==> src/rtl/cpu_sequencer.sv <==
// Push-button driven instruction sequencer: debounces a raw taster, latches an
// instruction word and steps it through DECODE/EXEC/WRITE with an EXEC timeout.
module cpu_sequencer #(
  parameter int unsigned DEBOUNCE_CYCLES = 16,
  parameter int unsigned EXEC_TIMEOUT    = 16
) (
  input  logic       clock,
  input  logic       reset,
  input  logic       enable,
  input  logic       taster,
  input  logic [7:0] sw,
  input  logic       alu_done,
  output logic [7:0] ir,
  output logic [1:0] rf_raddr_a,
  output logic [1:0] rf_raddr_b,
  output logic [2:0] alu_op,
  output logic       alu_go,
  output logic       rf_we,
  output logic [1:0] rf_waddr,
  output logic       busy,
  output logic       err,
  output logic [2:0] state,
  output logic [7:0] instr_count
);

  typedef enum logic [2:0] {
    IDLE   = 3'd0,
    DECODE = 3'd1,
    EXEC   = 3'd2,
    WRITE  = 3'd3,
    ERROR  = 3'd4
  } state_e;

  state_e     state_q, state_d;
  logic       sync1_q, sync2_q;
  logic       deb_q, deb_d, deb_prev_q;
  logic [7:0] deb_cnt_q, deb_cnt_d;
  logic [7:0] tmo_q, tmo_d;
  logic [7:0] ir_q, ir_d;
  logic [7:0] cnt_q, cnt_d;
  logic       press;
  logic       active;

  // Counter restarts on any cycle where the synchronized input agrees with the debounced level.
  always_comb begin
    deb_d     = deb_q;
    deb_cnt_d = '0;
    if (sync2_q != deb_q) begin
      if (deb_cnt_q == 8'(DEBOUNCE_CYCLES - 1)) begin
        deb_d = sync2_q;
      end else begin
        deb_cnt_d = deb_cnt_q + 8'd1;
      end
    end
  end

  assign press = deb_q & ~deb_prev_q;

  always_ff @(posedge clock or posedge reset) begin
    if (reset) begin
      sync1_q    <= 1'b0;
      sync2_q    <= 1'b0;
      deb_q      <= 1'b0;
      deb_prev_q <= 1'b0;
      deb_cnt_q  <= '0;
      state_q    <= IDLE;
      tmo_q      <= '0;
      ir_q       <= '0;
      cnt_q      <= '0;
    end else begin
      sync1_q    <= taster;
      sync2_q    <= sync1_q;
      deb_q      <= deb_d;
      deb_prev_q <= deb_q;
      deb_cnt_q  <= deb_cnt_d;
      state_q    <= state_d;
      tmo_q      <= tmo_d;
      ir_q       <= ir_d;
      cnt_q      <= cnt_d;
    end
  end

  always_comb begin
    state_d = state_q;
    tmo_d   = tmo_q;
    ir_d    = ir_q;
    cnt_d   = cnt_q;
    unique case (state_q)
      IDLE: begin
        if (press && enable) begin
          ir_d    = sw;
          state_d = DECODE;
        end
      end
      DECODE: begin
        tmo_d   = '0;
        state_d = EXEC;
      end
      EXEC: begin
        if (alu_done) begin
          state_d = WRITE;
        end else if (tmo_q == 8'(EXEC_TIMEOUT - 1)) begin
          state_d = ERROR;
        end else begin
          tmo_d = tmo_q + 8'd1;
        end
      end
      WRITE: begin
        cnt_d   = cnt_q + 8'd1;
        state_d = IDLE;
      end
      ERROR: begin
        if (press) state_d = IDLE;
      end
      default: state_d = IDLE;
    endcase
  end

  // tmo_q is zero only in the first EXEC cycle, which marks the start strobe.
  always_comb begin
    active     = (state_q == DECODE) || (state_q == EXEC) || (state_q == WRITE);
    rf_raddr_a = active ? ir_q[4:3] : '0;
    rf_raddr_b = active ? ir_q[2:1] : '0;
    alu_op     = active ? ir_q[7:5] : '0;
    alu_go     = (state_q == EXEC) && (tmo_q == '0);
    rf_we      = (state_q == WRITE) && (ir_q[7:5] != 3'b111);
    rf_waddr   = rf_we ? ir_q[4:3] : '0;
    busy       = (state_q != IDLE);
    err        = (state_q == ERROR);
    state      = state_q;
    ir         = ir_q;
    instr_count = cnt_q;
  end

endmodule

==> config.mk <==
export PLATFORM = sky130hd
export DESIGN_NAME = cpu_sequencer
export DESIGN_NICKNAME = d
export VERILOG_FILES = /design/src/rtl/cpu_sequencer.sv
export SDC_FILE = /design/constraint.sdc
export NUM_CORES = 1
export LEC_CHECK = 0
export CAP_MARGIN = 15
export CORE_MARGIN = 3
export CORE_UTILIZATION = 40
export CTS_BUF_LIST = sky130_fd_sc_hd__clkbuf_8
export DETAILED_ROUTE_END_ITERATION = 6
export PLACE_DENSITY_LB_ADDON = 0.15
export SLEW_MARGIN = 20
export SYNTH_ARGS = -nofsm -noshare
export SYNTH_HDL_FRONTEND = slang
export SYNTH_SLANG_ARGS = --single-unit
==> constraint.sdc <==
create_clock -name clock -period 4.5 [get_ports clock]
set_input_delay 0.9 -clock clock [delete_from_list [all_inputs] [get_ports clock]]
set_output_delay 0.9 -clock clock [all_outputs]
set_load 0.01 [all_outputs]
==> results.md, run 1 <==
- Status: finished clean
- Min-Delay Startpoint: sync1_q$_DFF_PP0_
- Initial Utilization: a little over two fifths
- Setup TNS: 0 ns
- GRT Resource Usage Total: 14.3%
- Final period utilization: 69.6%
- Post-synthesis compound-gate area fraction: ~5.7%
- CTS tree: built
- Max_cap viols: 0
- TritonRoute pass-1 iters: 4
- Most frequent cells in the layout: clkdlybuf4s50_1, dfrtp_1, nor2_1
- Synth top area share: 52.6%
- Worst vdd ir: 0.190 mV
- Layout cells sized above 1: 11.2%
- Fill cells: approximately 390
- Async set or reset register ratio after synthesis: 100%
- RSZ-0062 raised after global routing: false
- I/O pin count: 45
- CTS Root Buffer Type: clkbuf_8
- Critical Path RT: roughly 3.6 ns
- Most common cell after layout, fill and taps aside: clkdlybuf4s50_1
- Cts bufs inserted: 5
- Final Critical Period: 3.13 ns
- Crit end category: output port
- Synth area leaders: dfrtp_1, mux2_2, xnor2_1, nand3_1, and2_1
- Setup violations, final: 0
- First-pass GRT wire length: a little over 6000 um
- Setup CP Type: reg -> out
- Die area: 5490 sq um
- Main combinational cell family by area after synthesis: simple AND/OR/NAND/NOR gates
- Largest net degree at the start of global routing: 40
- Area share of fa/ha/maj cells after synthesis: 2.70%
- DR WL/cell: 13.5 um
- Vias per inst: 5.18
- Clock Sinks: 39
- Drt initial violations: 64
- P&R area growth vs syn: 30.6%
- Final ANT Viol Nets: 0
- Post-synthesis mux area share: 6.55%
- HP Class: reg -> reg
- Gate Count Post-Synth: roughly 170
- Mapped Nets: 183
- Tot Pwr: 944 uW
- Clock-pin slew on the worst setup and hold paths: 0.08 ns
- Worst R2R Start: state[2]$_DFFE_PP0P_
- Netlist Area Pre-Place: 1850 sq um
- CTS resizes: 0
- RD Place Congestion: 0.827
- Post-synthesis simple-gate area fraction: 22.5%
- Skew-Pair Late Insertion Delay: 0.29 ns
- Die span in x: 74.1 um
- Synthesized area per cell: 11.2 sq um
- Port-buffer cells: 44
- CTS max path bufs: 2
- Post-synth EDFFs: 0
- Worst Tran Pin Value: 0.656 ns
- Post-CTS Setup Repair Bufs: 0
- XOR/XNOR Fraction of Synth Area: 7.56%
- Relative slew slack: 55.9%
- Fin. Hold Viols: 0
- Initial antenna violation count: 0
- Post-layout nets: 231
- Final Max Slew Viols: 0
- N_diodes: 0
- Startpoint types: flop
- R2R Setup Slk: 2.51 ns
- Final WL: between 3000 and 4000 um
- Leakage: roughly 0.0011 uW
- Synth Register Bits: 39
- # DRC: 0
- Core area: 4410 sq um
- Area after DPL: 2340 sq um
- Pwr/cell area: between 300 and 400 nW/um^2
- Design Area, Final: 2420 sq um
- Grt ovf: 0
- Die H: approximately 74 um
- Via Count: 1383
- Max Freq: 0.319 GHz
- Hold Buf Count CTS: 0
- HPWL Detailed: around 2600 um
- Worst Path Arrival: 2.23 ns
- Synth area leader: dfrtp_1
- Post-route clock skew: 0.00653 ns
- Yosys warning total: 0
- CP startpoint: state[2]$_DFFE_PP0P_
- Sequential-to-total area share from yosys stat: a little over half
- Library cells used by synthesis: 41
- Max FO, Critical Path: 11
- Ys flop type: dfrtp_1
- Vias in the first global route: 1366
- Core Rows: 24
- H-tree depth: 2
-- power by group --
| part | switching (uW) | leakage [uW] | internal (uW) |
|---|---|---|---|
| clock network | 120 | 0.0000453 | 106 |
| logic | 124 | 0.000531 | 146 |
| registers | 54.6 | 0.000521 | 394 |
-- per-layer routing --
metal	vias to the layer above	routed length [um]	part of all wire (%)	GRT usage (%)
li1	673	-	-	-
met1	668	1640	46	19.0
met2	38	1630	45	21.9
met3	4	287	8.0	5.27
met4	0	39	1.1	4.63
met5	-	0	0	0
-- sequential cells by signal (all words and copies together), names as in the netlist --
| register | cells |
|---|---|
| instr_count | 8 |
| deb_cnt_q | 8 |
| state | 3 |
| ir | 8 |
| sync2_q | 1 |
| sync1_q | 1 |
| tmo_q | 8 |
| deb_q | 1 |
| deb_prev_q | 1 |
-- critical path, stage by stage, from the launching register on --
cell and delay [ns]:
dfrtp_1 0.48, or3b_1 0.51, nor2_1 0.20, and4b_1 0.21, clkdlybuf4s50_1 0.53
-- final timing paths --
kind	end	cells after the start
max	alu_go	4
min	sync2_q$_DFF_PP0_	0
max reg2reg	ir[4]$_DFFE_PP0P_	3
min reg2reg	sync2_q$_DFF_PP0_	0
max in group asynchronous	tmo_q[2]$_DFFE_PP0P_	3
min in group asynchronous	ir[3]$_DFFE_PP0P_	3
-- Yosys cell counts, drive strengths merged, types with 2 or more instances --
cell type / number
ha: 4
dfrtp: 39
inv: 4
nand3: 14
and2: 12
nand2: 14
xor2: 7
a211oi: 2
and3: 4
or3b: 2
nor2: 16
mux2i: 2
o21ai: 2
buf: 3
mux2: 9
xnor2: 9
nand4: 2
nor4: 2
-- metrics by stage --
stage | instances | hold slack (ns) | util, % | setup slack, ns
floorplan | 166 | 0.331 | - | 2.20
global placement | 259 | 0.336 | 52.9 | 1.79
detailed placement | 259 | 0.337 | 52.9 | 1.72
CTS | 267 | 0.355 | 54.9 | 1.39
global route | 267 | 0.359 | 54.9 | 1.29
finish | 267 | 0.353 | 54.9 | 1.37
-- area by class of cell --
cell class | instances | area, sq um | share of cell area [%]
clock inverter | 3 | 16.3 | 0.671
inverter | 4 | 15.0 | 0.620
sequential | 39 | 976 | 40.3
timing repair buffer | 45 | 448 | 18.5
multi-input combinational | 119 | 833 | 34.4
tap | 52 | 65.1 | 2.69
clock buffer | 5 | 68.8 | 2.84
-- logic make-up after synthesis --
kind of cell | count (synthesis)
AO/OA/AOI/OAI | 13
XOR/XNOR | 16
adder cells (fa/ha/maj) | 4
buffers and inverters | 8
flip-flops | 39
multiplexers | 11
AND/OR/NAND/NOR | 75
No activity file was read; power rests on OpenSTA's default activity.
==> run 2, diff against run 1 <==
clock period = 3.14 ns   (was 4.5 ns; I/O delays follow)
==> results of run 2 <==
The final DEF is identical to that of run 1. Status: finished clean.
Main changes from that run: setup slack after placement 1.72 ns -> 0.637 ns; setup slack after layout 1.37 ns -> 0.282 ns; register-to-register setup slack 2.51 ns -> 1.15 ns; total power 944 uW -> 1350 uW; worst IR drop on VDD 0.190 mV -> 0.272 mV
